## src/rtl/seg7_scan_driver.sv

```systemverilog
// seg7_scan_driver: time-multiplexed driver for a DIGITS-wide 7-segment bank.
//
// Ports:
//   i_clock        system clock
//   i_reset        synchronous active-low reset
//   i_load         one-cycle strobe capturing i_value / i_dp_in into the shadow
//   i_value        nibble k drives digit k (digit 0 is rightmost)
//   i_dp_in        decimal point per digit
//   i_hex_mode     1: codes 10-15 show A,b,C,d,E,F; 0: codes 10-15 blank
//   i_lz_blank     1: suppress leading zeros (digit 0 is never blanked)
//   i_enable       0: all digits dark; scan and load keep running
//   o_a..o_g, o_dp registered segment drives (pin polarity applied)
//   o_an           registered one-hot digit select (pin polarity applied)
//   o_digit_idx    digit currently being scanned
//   o_frame_start  one-cycle pulse after digit_idx wraps to 0
module seg7_scan_driver #(
  parameter int unsigned DIGITS         = 4,
  parameter int unsigned PRESCALE       = 50000,
  parameter bit          SEG_ACTIVE_LOW = 1'b0,
  parameter bit          AN_ACTIVE_LOW  = 1'b1
) (
  input  logic                        i_clock,
  input  logic                        i_reset,
  input  logic                        i_load,
  input  logic [4*DIGITS-1:0]         i_value,
  input  logic [DIGITS-1:0]           i_dp_in,
  input  logic                        i_hex_mode,
  input  logic                        i_lz_blank,
  input  logic                        i_enable,
  output logic                        o_a,
  output logic                        o_b,
  output logic                        o_c,
  output logic                        o_d,
  output logic                        o_e,
  output logic                        o_f,
  output logic                        o_g,
  output logic                        o_dp,
  output logic [DIGITS-1:0]           o_an,
  output logic [$clog2(DIGITS)-1:0]   o_digit_idx,
  output logic                        o_frame_start
);

  localparam int unsigned IdxW = $clog2(DIGITS);
  localparam int unsigned PsW  = $clog2(PRESCALE);

  logic [PsW-1:0]      r_presc;
  logic [IdxW-1:0]     r_idx;
  logic                r_frame_start;
  logic [4*DIGITS-1:0] r_shadow_val;
  logic [DIGITS-1:0]   r_shadow_dp;
  logic [4*DIGITS-1:0] r_disp_val;
  logic [DIGITS-1:0]   r_disp_dp;
  logic [6:0]          r_seg;
  logic                r_dp;
  logic [DIGITS-1:0]   r_an;

  logic                w_tick;
  logic                w_boundary;
  logic [3:0]          w_nib;
  logic                w_dp_sel;
  logic                w_blank_sel;
  logic [DIGITS-1:0]   w_blank;
  logic [DIGITS-1:0]   w_onehot;
  logic [6:0]          w_seg;

  assign w_tick     = (r_presc == PsW'(PRESCALE - 1));
  assign w_boundary = w_tick && (r_idx == IdxW'(DIGITS - 1));

  // Digit k is a leading zero when it and every nibble above it are zero.
  always_comb begin
    logic w_zero_run;
    w_zero_run = 1'b1;
    w_blank    = '0;
    for (int k = DIGITS - 1; k >= 0; k--) begin
      w_zero_run = w_zero_run && (r_disp_val[4*k +: 4] == 4'h0);
      w_blank[k] = (k != 0) && w_zero_run;
    end
  end

  // Select the nibble, dp and blank flag of the digit being scanned.
  always_comb begin
    w_nib       = '0;
    w_dp_sel    = 1'b0;
    w_blank_sel = 1'b0;
    w_onehot    = '0;
    for (int k = 0; k < DIGITS; k++) begin
      if (r_idx == IdxW'(k)) begin
        w_nib       = r_disp_val[4*k +: 4];
        w_dp_sel    = r_disp_dp[k];
        w_blank_sel = w_blank[k];
        w_onehot[k] = 1'b1;
      end
    end
  end

  // Active-high decode, bit 6 = a ... bit 0 = g.
  always_comb begin
    w_seg = 7'b0000000;
    case (w_nib)
      4'h0: w_seg = 7'b1111110;
      4'h1: w_seg = 7'b0110000;
      4'h2: w_seg = 7'b1101101;
      4'h3: w_seg = 7'b1111001;
      4'h4: w_seg = 7'b0110011;
      4'h5: w_seg = 7'b1011011;
      4'h6: w_seg = 7'b1011111;
      4'h7: w_seg = 7'b1110000;
      4'h8: w_seg = 7'b1111111;
      4'h9: w_seg = 7'b1110011;
      4'hA: w_seg = i_hex_mode ? 7'b1110111 : 7'b0000000;
      4'hB: w_seg = i_hex_mode ? 7'b0011111 : 7'b0000000;
      4'hC: w_seg = i_hex_mode ? 7'b1001110 : 7'b0000000;
      4'hD: w_seg = i_hex_mode ? 7'b0111101 : 7'b0000000;
      4'hE: w_seg = i_hex_mode ? 7'b1001111 : 7'b0000000;
      4'hF: w_seg = i_hex_mode ? 7'b1000111 : 7'b0000000;
      default: w_seg = 7'b0000000;
    endcase
    if (i_lz_blank && w_blank_sel) begin
      w_seg = 7'b0000000;
    end
  end

  always_ff @(posedge i_clock) begin
    if (!i_reset) begin
      r_presc       <= '0;
      r_idx         <= '0;
      r_frame_start <= 1'b0;
      r_shadow_val  <= '0;
      r_shadow_dp   <= '0;
      r_disp_val    <= '0;
      r_disp_dp     <= '0;
      r_seg         <= {7{SEG_ACTIVE_LOW}};
      r_dp          <= SEG_ACTIVE_LOW;
      r_an          <= {DIGITS{AN_ACTIVE_LOW}};
    end else begin
      r_presc <= w_tick ? '0 : r_presc + PsW'(1);
      if (w_tick) begin
        r_idx <= (r_idx == IdxW'(DIGITS - 1)) ? '0 : r_idx + IdxW'(1);
      end
      r_frame_start <= w_boundary;
      if (i_load) begin
        r_shadow_val <= i_value;
        r_shadow_dp  <= i_dp_in;
      end
      // A load landing on the boundary tick bypasses the shadow.
      if (w_boundary) begin
        r_disp_val <= i_load ? i_value : r_shadow_val;
        r_disp_dp  <= i_load ? i_dp_in : r_shadow_dp;
      end
      r_seg <= (i_enable ? w_seg : 7'b0000000) ^ {7{SEG_ACTIVE_LOW}};
      r_dp  <= (i_enable && w_dp_sel) ^ SEG_ACTIVE_LOW;
      r_an  <= (i_enable ? w_onehot : '0) ^ {DIGITS{AN_ACTIVE_LOW}};
    end
  end

  assign {o_a, o_b, o_c, o_d, o_e, o_f, o_g} = r_seg;
  assign o_dp          = r_dp;
  assign o_an          = r_an;
  assign o_digit_idx   = r_idx;
  assign o_frame_start = r_frame_start;

endmodule

```

## config.mk

```make
export PLATFORM = sky130hd
export DESIGN_NAME = seg7_scan_driver
export DESIGN_NICKNAME = d
export VERILOG_FILES = /design/src/rtl/seg7_scan_driver.sv
export SDC_FILE = /design/constraint.sdc
export NUM_CORES = 1
export LEC_CHECK = 0
export CELL_PAD_IN_SITES_DETAIL_PLACEMENT = 0
export CELL_PAD_IN_SITES_GLOBAL_PLACEMENT = 1
export CORE_ASPECT_RATIO = 1.75
export CORE_MARGIN = 8
export CORE_UTILIZATION = 45
export DETAILED_ROUTE_END_ITERATION = 16
export HOLD_SLACK_MARGIN = 0.12
export PLACE_DENSITY = 0.93
export SYNTH_ARGS = -nofsm -noshare
export SYNTH_HDL_FRONTEND = slang
export SYNTH_SLANG_ARGS = --single-unit
```

## constraint.sdc

```tcl
create_clock -name i_clock -period 4 [get_ports i_clock]
set_input_delay 0.8 -clock i_clock [delete_from_list [all_inputs] [get_ports i_clock]]
set_output_delay 0.8 -clock i_clock [all_outputs]
set_load 0.005 [all_outputs]
```

# Word-level counts from Yosys, hierarchy flattened

Index checks and enable logic that the tools add are counted.

Logic and storage cells: 72
Output and inout bits: 15
Flip-flop bits (word level): 71

Multiplexer cells: 26
Bitwise operators: 3
Add/subtract/negate cells: 2
Reductions and logical operators: 12
Equal/unequal tests: 19

Operators with widths:

| cell                                                            | number |
|---|---|
| 7-bit one-hot mux with 16 select lines                          | 1 |
| 4-bit == test, second input constant                            | 8 |
| 7-bit two-way mux                                               | 4 |
| 4-bit two-way mux                                               | 6 |
| 16-bit by 1-bit adder with 16-bit output, second input constant | 1 |
| 16-bit == test, second input constant                           | 1 |
| 4-bit by 3-bit == test with 1-bit output, second input constant | 4 |
| 4-bit logical NOT                                               | 4 |
| 16-bit two-way mux                                              | 1 |
| 1-bit two-way mux                                               | 11 |
| 4-bit by 2-bit == test with 1-bit output, second input constant | 2 |
| 6-bit two-way mux                                               | 1 |
| 1-bit logical AND                                               | 5 |
| 5-bit two-way mux                                               | 1 |
| 2-bit == test, second input constant                            | 2 |
| 4-bit by 1-bit == test with 1-bit output, second input constant | 1 |
| 4-bit NOT                                                       | 1 |
| 3-bit OR reduction                                              | 1 |
| 2-bit by 1-bit adder with 2-bit output, second input constant   | 1 |
| 2-bit by 1-bit == test with 1-bit output, second input constant | 1 |
| 2-bit logical NOT                                               | 1 |
| 2-bit two-way mux                                               | 1 |
| 1-bit NOT                                                       | 2 |
| 2-bit OR reduction                                              | 1 |

# Depth between registers and ports, before layout

Gate-level depths: netlist of run 1.

Word-level depth: 8
Gate-level depth with buffers: 9
Depth with buffers taken out: 7

# Worst setup path after synthesis of run 1

OpenSTA, ideal clock, no wires.

Path type: register -> register
Start: reg r_idx[1] (netlist: o_digit_idx[1])
End: reg r_seg[0]
Setup time: 0.071 ns
Path slack: 2.012 ns
Data arrival time: 1.917 ns
Cell stages (with the launch flop): 9
Cell sequence: dfxtp_1 -> inv_1 -> ha_1 -> buf_2 -> nand3b_1 -> a221o_1 -> and2_0 -> or3_1 -> a21oi_1

Cells in the longest elaborated chain, start to end: 7

Ends and longest elaborated chain:

| item                                        | line | text |
|---|---|---|
| start, declared                             | 47   | `logic [IdxW-1:0] r_idx;` |
| start signal, assigned                      | 138  | `r_idx <= (r_idx == IdxW'(DIGITS - 1)) ? '0 : r_idx + IdxW'(1);` |
| 2-bit logical NOT                           | 87   | `if (r_idx == IdxW'(k)) begin` |
| 4-bit two-way mux (4 in a row)              | 87   |  |
| 4-bit == test, or another cell as far along | 99   | `case (w_nib)` |
| 7-bit one-hot mux with 16 select lines      | 99   |  |
| end signal, assigned                        | 132  | `r_seg <= {7{SEG_ACTIVE_LOW}};` |
| end signal, assigned                        | 150  | `r_seg <= (i_enable ? w_seg : 7'b0000000) ^ {7{SEG_ACTIVE_LOW}};` |
| end, declared                               | 53   | `logic [6:0] r_seg;` |

Several ways; a longest one is shown, not always the timed one.
A chain may end at the register's enable or synchronous reset.

# Final worst setup path of run 1

Ends and elaborated chain as after synthesis.

==> results by group, run 1 <==
Die
  – Die Footprint: 9620 sq um
  – Boundary Pins: 41
  – Die W: 77.7 um
  – Initial cell density of the core: 0.461
  – Die Y: 124 um
  – Rows: 39
  – Core Box Area: 6490 sq um

Clocking
  – Clk slew on worst S/H paths: 0.05 ns
  – CTS buffer count: 9
  – Clk_lat worst skew: 0.33 ns
  – Number of setup buffers added after CTS: 0
  – Sink Count: 71
  – TritonCTS clock tree: yes
  – H-tree Lvls: 3
  – Cts hold-fix bufs: 0
  – CTS resizes: 0
  – CTS max path bufs: 2
  – Clock Root Buffer: clkbuf_16

Outcome
  – Status: complete, no violations

Routing
  – WL per Instance: 14.0 um
  – Vias/cell: 5.20
  – Detailed-route DRC error count: 0
  – DRT Pass-1 Iters: 4
  – Antenna-violating nets left: 0
  – Routed via count: 2321
  – Iter 0 DRT Violations: 91
  – Total Wirelength: 6.24 mm

Power
  – Leak: 1.44 nW
  – Worst vdd ir: 270 uV
  – Power Dens Cells: 466 nW/um^2

Setup path
  – Worst path required time: 4.26 ns
  – CP cell instances: ha_1, a211oi_1, a221o_1, and2_0, or3_1, a21oi_1
  – Worst Reg-to-Reg Cells: 6
  – CP arrival: 2.72 ns
  – R2R setup slack: 1.54 ns
  – Worst Setup Path Type: register to register
  – CP Capture Type: register
  – Crit-path max FO: 20
  – CP delay by family, top: compound AO/OA/AOI/OAI gates
  – RR Endpoint: r_seg[0]
  – Crit start category: register
  – Slowest cell on the critical path: ha_1
  – Reg-to-Reg Start: o_digit_idx[1]
  – CP Depth: 6
  – CP bufs+invs: 0
  – Slowest stage delay, CP: 0.58 ns

STA
  – Endpoints failing setup: 0
  – RSZ-0062 raised after global routing: no
  – Max Fclk: 0.407 GHz
  – Minimum period implied by the final worst setup slack: 2.46 ns
  – Setup Skew: 0.00378 ns
  – Final Max Tran Viols: 0
  – Slew headroom: 0.489
  – Hold Fails Final Rpt: 0
  – Worst-margin pin slew: 0.764 ns
  – Final Cycle Share: 0.615
  – Fin Setup TNS: 0 ns

Cells and area
  – Fin nets: 390
  – Synthesis-to-layout area growth: 27.0%
  – Fraction of layout cells with a size suffix above 1: 0.0742
  – Inserted Diodes: 0
  – Commonest non-fill, non-tap cell in the layout: dfxtp_1
  – Most frequent cells in the layout: 71 x dfxtp_1, 40 x clkdlybuf4s50_1, 32 x nand2_1
  – Design Area, Final: 3800 sq um

Global route
  – Global-route wire length before repair: 10.5 mm
  – Initial antenna violation count: 0
  – Gr ovfl total: 0
  – Pin count of the biggest net entering global routing: 28
  – Vias in the first global route: 2315
  – Total track usage: 0.140

Synthesis
  – Syn. warnings: 0
  – Syn_nets: 352
  – XOR/XNOR share of the synthesized area: 0.0497
  – Post-Synth Adder-Cell Area: 0.0209
  – Post-synthesis compound-gate area fraction: 0.116
  – Yosys reg bits: 71
  – Post-Synthesis Cells: 321
  – Avg Cell Area, Syn: 9.33 sq um
  – Distinct cells, synth: 43
  – Post-synth EDFFs: 0
  – Ys flop type: dfxtp_1
  – Mux cell area share after synthesis: 0.0702
  – Share of flip-flops with an asynchronous set or reset: 0
  – Largest family of logic cells by synthesized area: simple AND/OR/NAND/NOR gates
  – Syn Std Cell Area: 2990 sq um
  – Post-synthesis simple-gate area fraction: 0.230
  – Sequential area share after synthesis: 0.475

Job
  – Max-cap violations: 0

Place
  – Placed Area: 3440 sq um
  – HPWL after detailed placement: 4.69 mm
  – Number of I/O port buffers: 40
  – Placer Congestion: 0.774

Hold path
  – Hold path endpoint: r_disp_dp[1]
  – Hold_sp: r_disp_dp[1]
  – Min-Delay Path Class: register to register
  – Hold Path Cell Cnt: 2
-- report_power, final --
part,leakage [nW],switching [mW],total (mW),internal [mW]
clock network,0.179,0.284,0.951,0.668
registers,0.579,0.00648,0.732,0.726
logic,0.682,0.0381,0.0872,0.0490
-- Yosys cell counts, drive strengths merged, types with 5 or more instances --
master	instances	area [sq um]
xnor2	9	78.8
nor2	22	82.6
xor2	8	70.1
nor3b	5	37.5
nor2b	22	138
dfxtp	71	1420
mux2i	21	210
inv	8	30.0
nand3b	7	52.6
a211oi	5	37.5
clkbuf	7	26.3
ha	5	62.6
buf	10	60.1
and2	6	37.5
a21oi	8	40.0
o21ai	31	155
nor4	6	52.6
nand2	33	131
nand3	10	50.1
-- stage by stage --
stage	total power [mW]	utilization	setup WS (ns)	hold slack [ns]	instances
2_1_floorplan	0.790	-	2.01	0.430	321
3_3_place_gp	0.834	0.530	1.50	0.439	430
3_5_place_dp	0.836	0.530	1.42	0.446	430
4_1_cts	1.79	0.586	1.55	0.454	446
5_1_grt	1.83	0.586	1.30	0.471	446
6_report	1.77	0.586	1.54	0.452	446
-- flip-flops by register name (all words and copies together), names as in the netlist --
signal,cells
o_an,4
o_dp,1
o_frame_start,1
r_disp_val,16
r_shadow_val,16
r_shadow_dp,4
r_disp_dp,4
r_presc,16
r_seg,7
o_digit_idx,2
-- area by class of cell --
class                      count  area (sq um)
tap                           82           103
sequential                    71          1420
clock inverter                 7           135
timing repair buffer          44           430
inverter                       8          30.0
fill                         574          2690
clock buffer                   9           225
multi-input combinational    225          1460
-- worst min-delay path: cells and delay by family, from the launching register on --
kind               cells  cell delay (ns)
AOI/OAI and AO/OA      1             0.05
DFF                    1             0.31
and+or+nand+nor        1             0.05
-- worst max-delay path by stage --
stage          slack, ns             end            from
2_1_floorplan       2.01        r_seg[0]  o_digit_idx[1]
3_3_place_gp        1.50  r_disp_val[13]         i_reset
3_5_place_dp        1.42   r_disp_val[7]         i_reset
4_1_cts             1.55        r_seg[0]  o_digit_idx[1]
5_1_grt             1.30        r_seg[0]  o_digit_idx[1]
6_report            1.54        r_seg[0]  o_digit_idx[1]
-- cells by family after synthesis --
family / Yosys count
AO/OA/AOI/OAI: 58
buffers and inverters: 25
AND/OR/NAND/NOR: 124
adder cells (fa/ha/maj): 5
XOR/XNOR: 17
flip-flops: 71
multiplexers: 21
-- layer usage --
metal	up-vias	part of all wire	track usage
met5	-	0	0
met4	0	0.039	0.101
met3	17	0.041	0.0426
met2	37	0.54	0.255
met1	1080	0.38	0.129
li1	1187	-	-
Power figures use the tool's default switching activity.
==> inputs of run 2 (changes only) <==
- CORE_UTILIZATION: 45 -> 41
- PLACE_DENSITY: 0.93 -> 0.86
- clock period: 4 -> 2.49 ns (I/O delays scaled with it)
==> results by group, run 2 (same netlist as run 1, synthesis figures left out) <==
Outcome
  – Status: complete, no violations

Power
  – Leak: 1.45 nW (+0.87%)
  – Worst vdd ir: 537 uV (+98%)
  – Power Dens Cells: 701 nW/um^2 (+51%)

STA
  – Worst setup margin: 0.234 ns (-1.31 ns)
  – Final Max Tran Viols: 0 (unchanged)
  – Final Cycle Share: 0.906 (+0.291)
  – Hold Fails Final Rpt: 0 (unchanged)
  – Minimum period implied by the final worst setup slack: 2.26 ns (-0.204 ns)
  – RSZ-0062 raised after global routing: no
  – Worst-margin pin slew: 0.629 ns (-0.135 ns)
  – Setup Skew: 0.00455 ns (+0.000765 ns)
  – Max Fclk: 0.443 GHz (+9.0%)
  – Endpoints failing setup: 0 (unchanged)
  – Fin Setup TNS: 0 ns (unchanged)
  – Slew headroom: 0.577 (+0.0876)

Setup path
  – Crit-path max FO: 14 (-30%)
  – Crit start category: register
  – CP delay by family, top: compound AO/OA/AOI/OAI gates
  – CP Capture Type: register
  – Most used cell, CP: a211oi_1
  – Worst path required time: 2.69 ns (-1.57 ns)
  – Slowest stage delay, CP: 0.46 ns (-0.12 ns)
  – Slowest cell on the critical path: a221o_1
  – CP arrival: 2.45 ns (-0.27 ns)
  – CP cell instances: inv_1, ha_1, a211oi_1, a221o_1, and2_1, mux2i_1, a211oi_1
  – CP bufs+invs: 1 (+1)
  – Worst Setup Path Type: register to register
  – R2R setup slack: 0.23 ns (-1.31 ns)

Routing
  – WL per Instance: 14.3 um (+2.6%)
  – Total Wirelength: 6.54 mm (+4.9%)
  – Iter 0 DRT Violations: 115 (+26%)
  – Routed via count: 2300 (-0.90%)
  – Vias/cell: 5.04 (-3.1%)
  – Antenna-violating nets left: 0 (unchanged)
  – Detailed-route DRC error count: 0 (unchanged)
  – DRT Pass-1 Iters: 4 (unchanged)

Global route
  – Gr ovfl total: 0 (unchanged)
  – Pin count of the biggest net entering global routing: 22 (-21%)
  – Initial antenna violation count: 0 (unchanged)
  – Total track usage: 0.134 (-0.00527)
  – Vias in the first global route: 2264 (-2.2%)
  – Global-route wire length before repair: 10.8 mm (+2.6%)

Clocking
  – Cts hold-fix bufs: 0 (unchanged)
  – Clk_lat worst skew: 0.33 ns (about the same)
  – CTS resizes: 0 (unchanged)
  – Sink Count: 71 (unchanged)
  – TritonCTS clock tree: yes
  – Number of setup buffers added after CTS: 0 (unchanged)
  – CTS max path bufs: 2 (unchanged)
  – Clk slew on worst S/H paths: 0.06 ns (about the same)
  – H-tree Lvls: 3 (unchanged)
  – CTS buffer count: 9 (unchanged)
  – Clock Root Buffer: clkbuf_16

Cells and area
  – Most frequent cells in the layout: 71 x dfxtp_1, 40 x clkdlybuf4s50_1, 32 x nand2_1
  – Commonest non-fill, non-tap cell in the layout: dfxtp_1
  – Synthesis-to-layout area growth: 27.6%
  – Design Area, Final: 3820 sq um (+0.49%)
  – Inserted Diodes: 0 (unchanged)
  – Largest regs: r_disp_val: 16 flops, r_presc: 16 flops, r_shadow_val: 16 flops
  – Fraction of layout cells with a size suffix above 1: 0.0892 (+0.0150)
  – Fin nets: 396 (+1.5%)

Place
  – Placer Congestion: 0.827 (+6.8%)
  – Dpl ws: 0.319 ns (-1.10 ns)
  – Placed Area: 3490 sq um (+1.5%)
  – Number of I/O port buffers: 40 (unchanged)
  – HPWL after detailed placement: 4.92 mm (+5.0%)

Die
  – Boundary Pins: 41 (unchanged)
  – Initial cell density of the core: 0.420 (-0.0414)
  – Die W: 80.6 um (+3.8%)
  – Core Box Area: 7130 sq um (+9.9%)
  – Rows: 41 (+5.1%)
  – Die Y: 129 um (+4.1%)
  – Die Footprint: 10400 sq um (+8.1%)

Job
  – Max-cap violations: 0 (unchanged)

Hold path
  – Min-Delay Path Class: register to register
run 2: cell types whose count changed in the layout (fill, tap and decap cells not counted):
cell | before | now
bufinv_16 | 4 | 1
clkinv_2 | 3 | 1
buf_4 | 4 | 10
clkbuf_8 | 0 | 5
run 2: worst paths after layout:
check / depth (start not counted) / from / endpoint
worst min register to register: 2 / r_disp_val[12] / r_disp_val[12]
worst min-delay path: 2 / r_disp_val[12] / r_disp_val[12]
worst max register to register: 7 / o_digit_idx[0] / r_seg[3]
worst max-delay path: 7 / o_digit_idx[0] / r_seg[3]
run 2: layer usage:
layer | part of all wire | vias up | global-route usage
li1 | - | 1192 | -
met1 | 0.39 | 1061 | 0.130
met2 | 0.54 | 36 | 0.241
met3 | 0.050 | 11 | 0.0499
met4 | 0.020 | 0 | 0.0647
met5 | 0 | - | 0
run 2: layout make-up:
type                    count  area (sq um)
multi-input cells         225          1460
inverters                   8          30.0
clock buffers              14           294
fillers                   675          3310
well taps                  86           108
repair buffers             50           475
clock inverters             2          35.0
flip-flops and latches     71          1420
run 2: worst register-to-register path: stages, from the launching register on:
cell      delay [ns]
dfxtp_1         0.40
inv_1           0.11
ha_1            0.34
a211oi_1        0.30
a221o_1         0.46
and2_1          0.22
mux2i_1         0.20
a211oi_1        0.09
run 2: stage by stage:
stage	cells	hold slack [ns]	util	power, mW
after global placement	440	0.440	0.490	1.34
after global routing	456	0.482	0.536	2.76
final	456	0.454	0.536	2.68
after floorplan	321	0.430	-	1.27
after CTS	456	0.460	0.536	2.71
after detailed placement	440	0.452	0.490	1.34
run 2: where the power goes:
group,total (mW),switching [mW],internal [mW]
clock network,1.36,0.454,0.909
registers,1.18,0.00979,1.17
logic,0.141,0.0609,0.0796
total,2.68,0.524,2.16
